File: src/rtl/lcd_spi_clkdiv.sv
// Half-period tick generator for the SPI serial clock.
// Counts only while enabled and restarts from zero whenever it is disabled.
module lcd_spi_clkdiv #(
   parameter int HALF = 8
) (
   input  logic clock,
   input  logic reset,
   input  logic en,
   output logic tick
);
   localparam int CW = $clog2(HALF + 1);
   localparam logic [CW-1:0] LAST = CW'(HALF - 1);

   logic [CW-1:0] cnt_reg;

   always_ff @(posedge clock or negedge reset) begin
      if (!reset) begin
         cnt_reg <= '0;
      end else if (!en || cnt_reg == LAST) begin
         cnt_reg <= '0;
      end else begin
         cnt_reg <= cnt_reg + 1'b1;
      end
   end

   assign tick = en && (cnt_reg == LAST);
endmodule

File: src/rtl/lcd_spi.sv
// Write-only SPI mode-0 transmitter for an LCD: MSB first, one word per push/done handshake.
// All outputs are registered; SCLK phases are timed by lcd_spi_clkdiv.
module lcd_spi #(
   parameter int DATA_WIDTH     = 8,
   parameter int SPI_CLK_PERIOD = 16
) (
   input  logic                  clock,
   input  logic                  reset,
   input  logic [DATA_WIDTH-1:0] data_i,
   input  logic                  push_i,
   output logic                  done_o,
   output logic                  spi_clk_o,
   output logic                  spi_dat_o
);
   localparam int HALF = SPI_CLK_PERIOD / 2;
   localparam int BW   = $clog2(DATA_WIDTH + 1);
   localparam logic [BW-1:0] LAST_BIT = BW'(DATA_WIDTH - 1);

   typedef enum logic [1:0] {IDLE, SHIFT, DONE} state_t;

   state_t                state_reg;
   logic [DATA_WIDTH-1:0] shift_reg;
   logic [DATA_WIDTH-1:0] shift_next;
   logic [BW-1:0]         bit_cnt_reg;
   logic                  tick;

   assign shift_next = shift_reg << 1;

   lcd_spi_clkdiv #(
      .HALF (HALF)
   ) u_clkdiv (
      .clock (clock),
      .reset (reset),
      .en    (state_reg == SHIFT),
      .tick  (tick)
   );

   always_ff @(posedge clock or negedge reset) begin
      if (!reset) begin
         state_reg   <= IDLE;
         shift_reg   <= '0;
         bit_cnt_reg <= '0;
         done_o      <= 1'b0;
         spi_clk_o   <= 1'b0;
         spi_dat_o   <= 1'b0;
      end else begin
         done_o <= 1'b0;
         case (state_reg)
            IDLE: begin
               if (push_i) begin
                  shift_reg   <= data_i;
                  bit_cnt_reg <= '0;
                  spi_dat_o   <= data_i[DATA_WIDTH-1];
                  state_reg   <= SHIFT;
               end
            end
            SHIFT: begin
               if (tick) begin
                  if (!spi_clk_o) begin
                     spi_clk_o <= 1'b1;
                  end else begin
                     // Falling edge: either present the next bit or finish.
                     spi_clk_o <= 1'b0;
                     if (bit_cnt_reg == LAST_BIT) begin
                        state_reg   <= DONE;
                        done_o      <= 1'b1;
                        spi_dat_o   <= 1'b0;
                        shift_reg   <= '0;
                        bit_cnt_reg <= '0;
                     end else begin
                        bit_cnt_reg <= bit_cnt_reg + 1'b1;
                        shift_reg   <= shift_next;
                        spi_dat_o   <= shift_next[DATA_WIDTH-1];
                     end
                  end
               end
            end
            DONE: begin
               state_reg <= IDLE;
            end
            default: begin
               state_reg <= IDLE;
            end
         endcase
      end
   end
endmodule

File: config.mk
export PLATFORM = sky130hd
export DESIGN_NAME = lcd_spi
export DESIGN_NICKNAME = d
export VERILOG_FILES = /design/src/rtl/lcd_spi_clkdiv.sv /design/src/rtl/lcd_spi.sv
export SDC_FILE = /design/constraint.sdc
export NUM_CORES = 1
export LEC_CHECK = 0
export CORE_ASPECT_RATIO = 0.75
export CORE_UTILIZATION = 51
export CTS_CLUSTER_DIAMETER = 30
export CTS_CLUSTER_SIZE = 14
export DETAILED_ROUTE_END_ITERATION = 10
export PLACE_DENSITY_LB_ADDON = 0.25
export SYNTH_ARGS = -nofsm -noshare
export SYNTH_HDL_FRONTEND = slang
export SYNTH_HIERARCHICAL = 1
export SYNTH_SLANG_ARGS = --single-unit
File: constraint.sdc
create_clock -name clock -period 5.72 [get_ports clock]
set_input_delay 1.43 -clock clock [delete_from_list [all_inputs] [get_ports clock]]
set_output_delay 1.43 -clock clock [all_outputs]
set_load 0.005 [all_outputs]
## Word-level counts from Yosys, hierarchy flattened

Index checks and enable logic that the tools add are counted.

| storage, ports and cells | value |
|---|---|
| register bits after elaboration | 20 |
| input port bits | 11 |
| output and inout bits | 3 |
| logic and storage cells | 50 |

| cells by class | value |
|---|---|
| add/subtract/negate cells | 2 |
| equal/unequal tests | 7 |
| multiplexer cells | 26 |
| reduce and logical (&&, ||, !) cells | 8 |

Operator list:

| cell | count |
|---|---|
| 7-bit two-way mux | 4 |
| 4-bit two-way mux | 5 |
| 7-bit one-hot mux with 2 select lines | 1 |
| 1-bit two-way mux | 9 |
| 4-bit by 1-bit adder with 4-bit output (second input constant) | 2 |
| 4-bit by 3-bit == test with 1-bit output (second input constant) | 2 |
| 2-bit two-way mux | 4 |
| 2-bit != test (second input constant) | 4 |
| 4-bit one-hot mux with 2 select lines | 1 |
| 4-bit AND reduction | 2 |
| 2-bit one-hot mux with 2 select lines | 1 |
| 2-bit by 1-bit == test with 1-bit output (second input constant) | 1 |
| 2-bit zero test | 1 |
| 1-bit one-hot mux with 2 select lines | 1 |
| 2-bit AND reduction | 1 |
| 2-bit nonzero test | 1 |
| 1-bit logical AND | 1 |
| 1-bit zero test | 1 |
| 1-bit logical OR | 1 |

## Longest topological paths before layout

| depth | value |
|---|---|
| word-level depth | 5 |
| mapped depth | 9 |
| mapped depth without buffers | 7 |

## Hierarchy

The synthesis kept the hierarchy.

By module, submodules not included:

| module | times used | cells each | area each (um^2) | sequential area each (um^2) |
|---|---|---|---|---|
| lcd_spi | 1 | 81 | 785.8 | 400.4 |
| lcd_spi_clkdiv | 1 | 16 | 182.7 | 100.1 |

## Worst setup path before layout

Ideal clock, no wire load.

| path | value |
|---|---|
| kind | input to register |
| from | in push_i |
| to | reg bit_cnt_reg[0] |
| library setup time | 0.125 ns |
| data arrival time | 2.224 ns |
| required time | 5.595 ns |
| path slack | 3.372 ns |
| stages on the path | 4 |
| path buffers | 1 |
| cells stage by stage | nor3b_1 > buf_4 > nor2_1 > mux2_2 |

| between the ends | value |
|---|---|
| word-level cells in the longest chain between the ends | 2 |

Ends and longest elaborated chain:

| element | line | RTL |
|---|---|---|
| from (decl) | lcd_spi.sv:10 | `input logic push_i,` |
| 2-bit != test (no source line) | -- |  |
| 4-bit AND reduction (no source line) | -- |  |
| to (signal assigned) | lcd_spi.sv:71 | `bit_cnt_reg <= bit_cnt_reg + 1'b1;` |
| to (decl) | lcd_spi.sv:24 | `logic [BW-1:0] bit_cnt_reg;` |

No other way between the ends.
A chain may end at the register's enable or synchronous reset.

## Worst setup path in the final report

| path | value |
|---|---|
| from | reg spi_clk_o |
| to | out spi_clk_o |

RTL lines:

| element | line | RTL |
|---|---|---|
| from (decl) | lcd_spi.sv:12 | `output logic spi_clk_o,` |
| from (signal assigned) | lcd_spi.sv:44 | `spi_clk_o <= 1'b0;` |
| from (signal assigned) | lcd_spi.sv:60 | `spi_clk_o <= 1'b1;` |
| from (signal assigned) | lcd_spi.sv:63 | `spi_clk_o <= 1'b0;` |

No word-level cell between the ends.

==> impl_metrics.yaml <==
cts:
  clock_latency_ns: 0.30
  clockBufferDepth: 2
  clockRootBuffer: "clkbuf_4"
  clk_pin_slew_ns: 0.10
  htreeDepth: 1
  cts_buffers: 3
  numClockSinks: 20
  cts_setup_buffers: 0
  ctsResizeCount: 0
  ctsHoldBuffers: 0
  cts_tree: "built"
setup_path:
  crit_path_max_fanout: 4
  path_cells: "clkdlybuf4s50_1"
  rrSetupSlack_ns: 3.09
  regToRegEndpoint: "shift_reg[2]$_DFFE_PN0P_"
  r2r-start: "state_reg[1]$_DFFE_PN0P_"
  worst-setup-path-type: "reg2out"
  slowest_stage: "clkdlybuf4s50_1"
  startpoint: "spi_clk_o$_DFFE_PN0P_"
  start_kind: "flop"
  cp.buffers_inverters: 1
  rr_worst_depth: 7
  crit_arrival_ns: 1.23
  end_kind: "output port"
  worstPathRequired_ns: 4.29
  critical_path.top_delay_family: "buffers and inverters"
  cpPeakStageDelay_ns: 0.52
job:
  max_cap_violations: 0
logic_synthesis:
  synth_seq_area_share_pct: 51.7
  yosys.area.top_type: "dfrtp_1"
  synthTopCellsByArea: "dfrtp_1 (52%), nand3_1 (5.2%), nor3_1 (4.7%)"
  synth_top_area_share_pct: 51.7
  yosys-top-cells-count: "dfrtp_1 (20), nand2_1 (10), nand3_1 (10)"
  synth_nets: 110
  yosysUniqueCellTypes: 31
  post_synth.cell_area_avg_um2: 9.98
  async_reset_ff_share_pct: 100
  netlist_area_um2: 968
  ys_dominant_reg_cell: "dfrtp_1"
  yosysWarningCount: 6
  synth-seq-cells: 20
  yosysMostFrequentCell: "dfrtp_1"
  synth_edf_count: 0
  netlist_instances: 97
placement:
  place.gp.congestion: 0.808
  dp_hpwl_mm: 1.26
  io_buffers: 13
power_and_ir_drop:
  powerDensity_mw_per_mm2: 415
  internal_power_uw: 315
  p_leak_uw: 0.000469
  power_switching_uw: 150
  peakVddDrop_uv: 199
  netSwitchingFraction_pct: 32.3
  seqPwrFrac_pct: 51.1
  p_clk_share_pct: 14.3
  combPwrFrac_pct: 34.6
  finalPower_uw: 465
layout:
  multi_input_area_um2: 419
  seq_area_um2: 500
  num-fill-cells: 159
  syn2layout_area_growth_pct: 15.5
  drive_gt1_share_pct: 7.41
  diodes: 0
  nets: 123
  largest_reg_flops: 7
floorplan:
  core_area_mm2: 0.00176
  start_util_pct: 55.1
  die-height_um: 39.7
  io_pins: 14
  fp.dieArea_mm2: 0.00208
  rows: 13
  chipWidth_um: 52.3
sta:
  hold_viol: 0
  maxSlewViolCount: 0
  fin_skew_ns: 0.00371
  min_period_ns: 2.66
  rsz0062_at_grt: "false"
  finalSetupViolCount: 0
  relSlewSlack_pct: 42.2
  tns_ns: 0
  fmax_ghz: 0.376
  fin_crit_sh_pct: 46.5
  tightestPinTransition_ns: 0.864
worst_hold_path:
  whs_endpoint: "u_clkdiv/cnt_reg[0]$_DFF_PN0_"
  whs_path_depth: 1
  hold_class: "reg2reg"
  hp-start: "u_clkdiv/cnt_reg[0]$_DFF_PN0_"
detailed_routing:
  ant_nets: 0
  dr.pass1.iters: 5
  drt-initial-drc-count: 20
  wl_per_cell_um: 14.9
  viasPerCell: 5.85
  drc: 0
  wirelength_mm: 1.94
  dr_total_vias: 761
run_status:
  outcome: "complete, no violations"
global_route:
  grt_usage_pct: 20.4
  first_global_vias: 627
  grt_pass1_wl_mm: 2.93
  grt_start_max_net_pins: 21
  antenna_found_initial: 0
  grt_overflow_total: 0
-- cell families (layout without fill, tap and decap cells) --
logic type,after synthesis,after routing,synth area share (%)
compound gates,13,13,9.30
xor+xnor,2,2,1.81
fa+ha+maj,2,2,2.58
buf+inv,9,20,5.04
flops,20,20,51.7
mux,2,2,2.20
simple gates,49,49,27.4
-- layer usage --
metal  part of all wire [%]  GRT usage (%)  wire (um)
met5                      0              0          0
met4                   0.52           1.97         10
met3                    6.4           8.14        125
met2                     45           31.6        881
met1                     48           27.4        923
-- cell type report --
cell class | count | share of cell area [%]
sequential | 20 | 44.7
multi-input combinational | 68 | 37.5
timing repair buffer | 14 | 12.3
tap | 22 | 2.46
clock buffer | 3 | 2.01
inverter | 3 | 1.01
-- power by group through the flow --
| stage | combinational [uW] | sequential (uW) | clock (uW) |
|---|---|---|---|
| floorplan | 120 | 231 | 0 |
| global placement | 154 | 237 | 0 |
| detailed placement | 160 | 241 | 0 |
| CTS | 162 | 238 | 68.2 |
| global route | 179 | 245 | 74.8 |
| finish | 161 | 237 | 66.5 |
-- through the flow --
step | cell area, um2 | util (%) | setup WS (ns) | cells | hold WS, ns
after floorplan | 968 | - | 3.37 | 97 | 0.437
after global placement | 1100 | 62.4 | 2.81 | 127 | 0.465
after detailed placement | 1100 | 62.4 | 2.75 | 127 | 0.478
after CTS | 1120 | 63.7 | 3.05 | 130 | 0.493
after global routing | 1120 | 63.7 | 2.89 | 130 | 0.517
final | 1120 | 63.7 | 3.06 | 130 | 0.487
-- how the worst max path moves through the flow --
stage,to,slack (ns),cells past startpoint
floorplan,bit_cnt_reg[0]$_DFFE_PN0P_,3.37,4
global placement,bit_cnt_reg[2]$_DFFE_PN0P_,2.81,5
detailed placement,shift_reg[2]$_DFFE_PN0P_,2.75,5
CTS,spi_clk_o,3.05,1
global route,shift_reg[2]$_DFFE_PN0P_,2.89,7
finish,spi_clk_o,3.06,1
-- cell usage in the layout (no fill, tap or decap) --
cell and n:
or3b_1 1, nand3b_1 2, o21ai_0 1, nor3_1 9, clkdlybuf4s50_1 13, nor2b_1 1
xnor2_1 2, and4b_1 1, mux2_2 1, or2_1 1, nand3_1 10, buf_4 1
nand2b_1 1, and3_2 1, a32o_1 1, dfrtp_1 20, nand2_1 10, and4b_4 1
a211o_1 1, mux2i_1 1, inv_1 3, nor3b_1 4, clkbuf_4 3, a211oi_1 1
o22ai_1 1, a31o_2 1, ha_1 2, nor2_1 6, and3_1 1, a31oi_1 7
(Power assumes the default switching activity.)
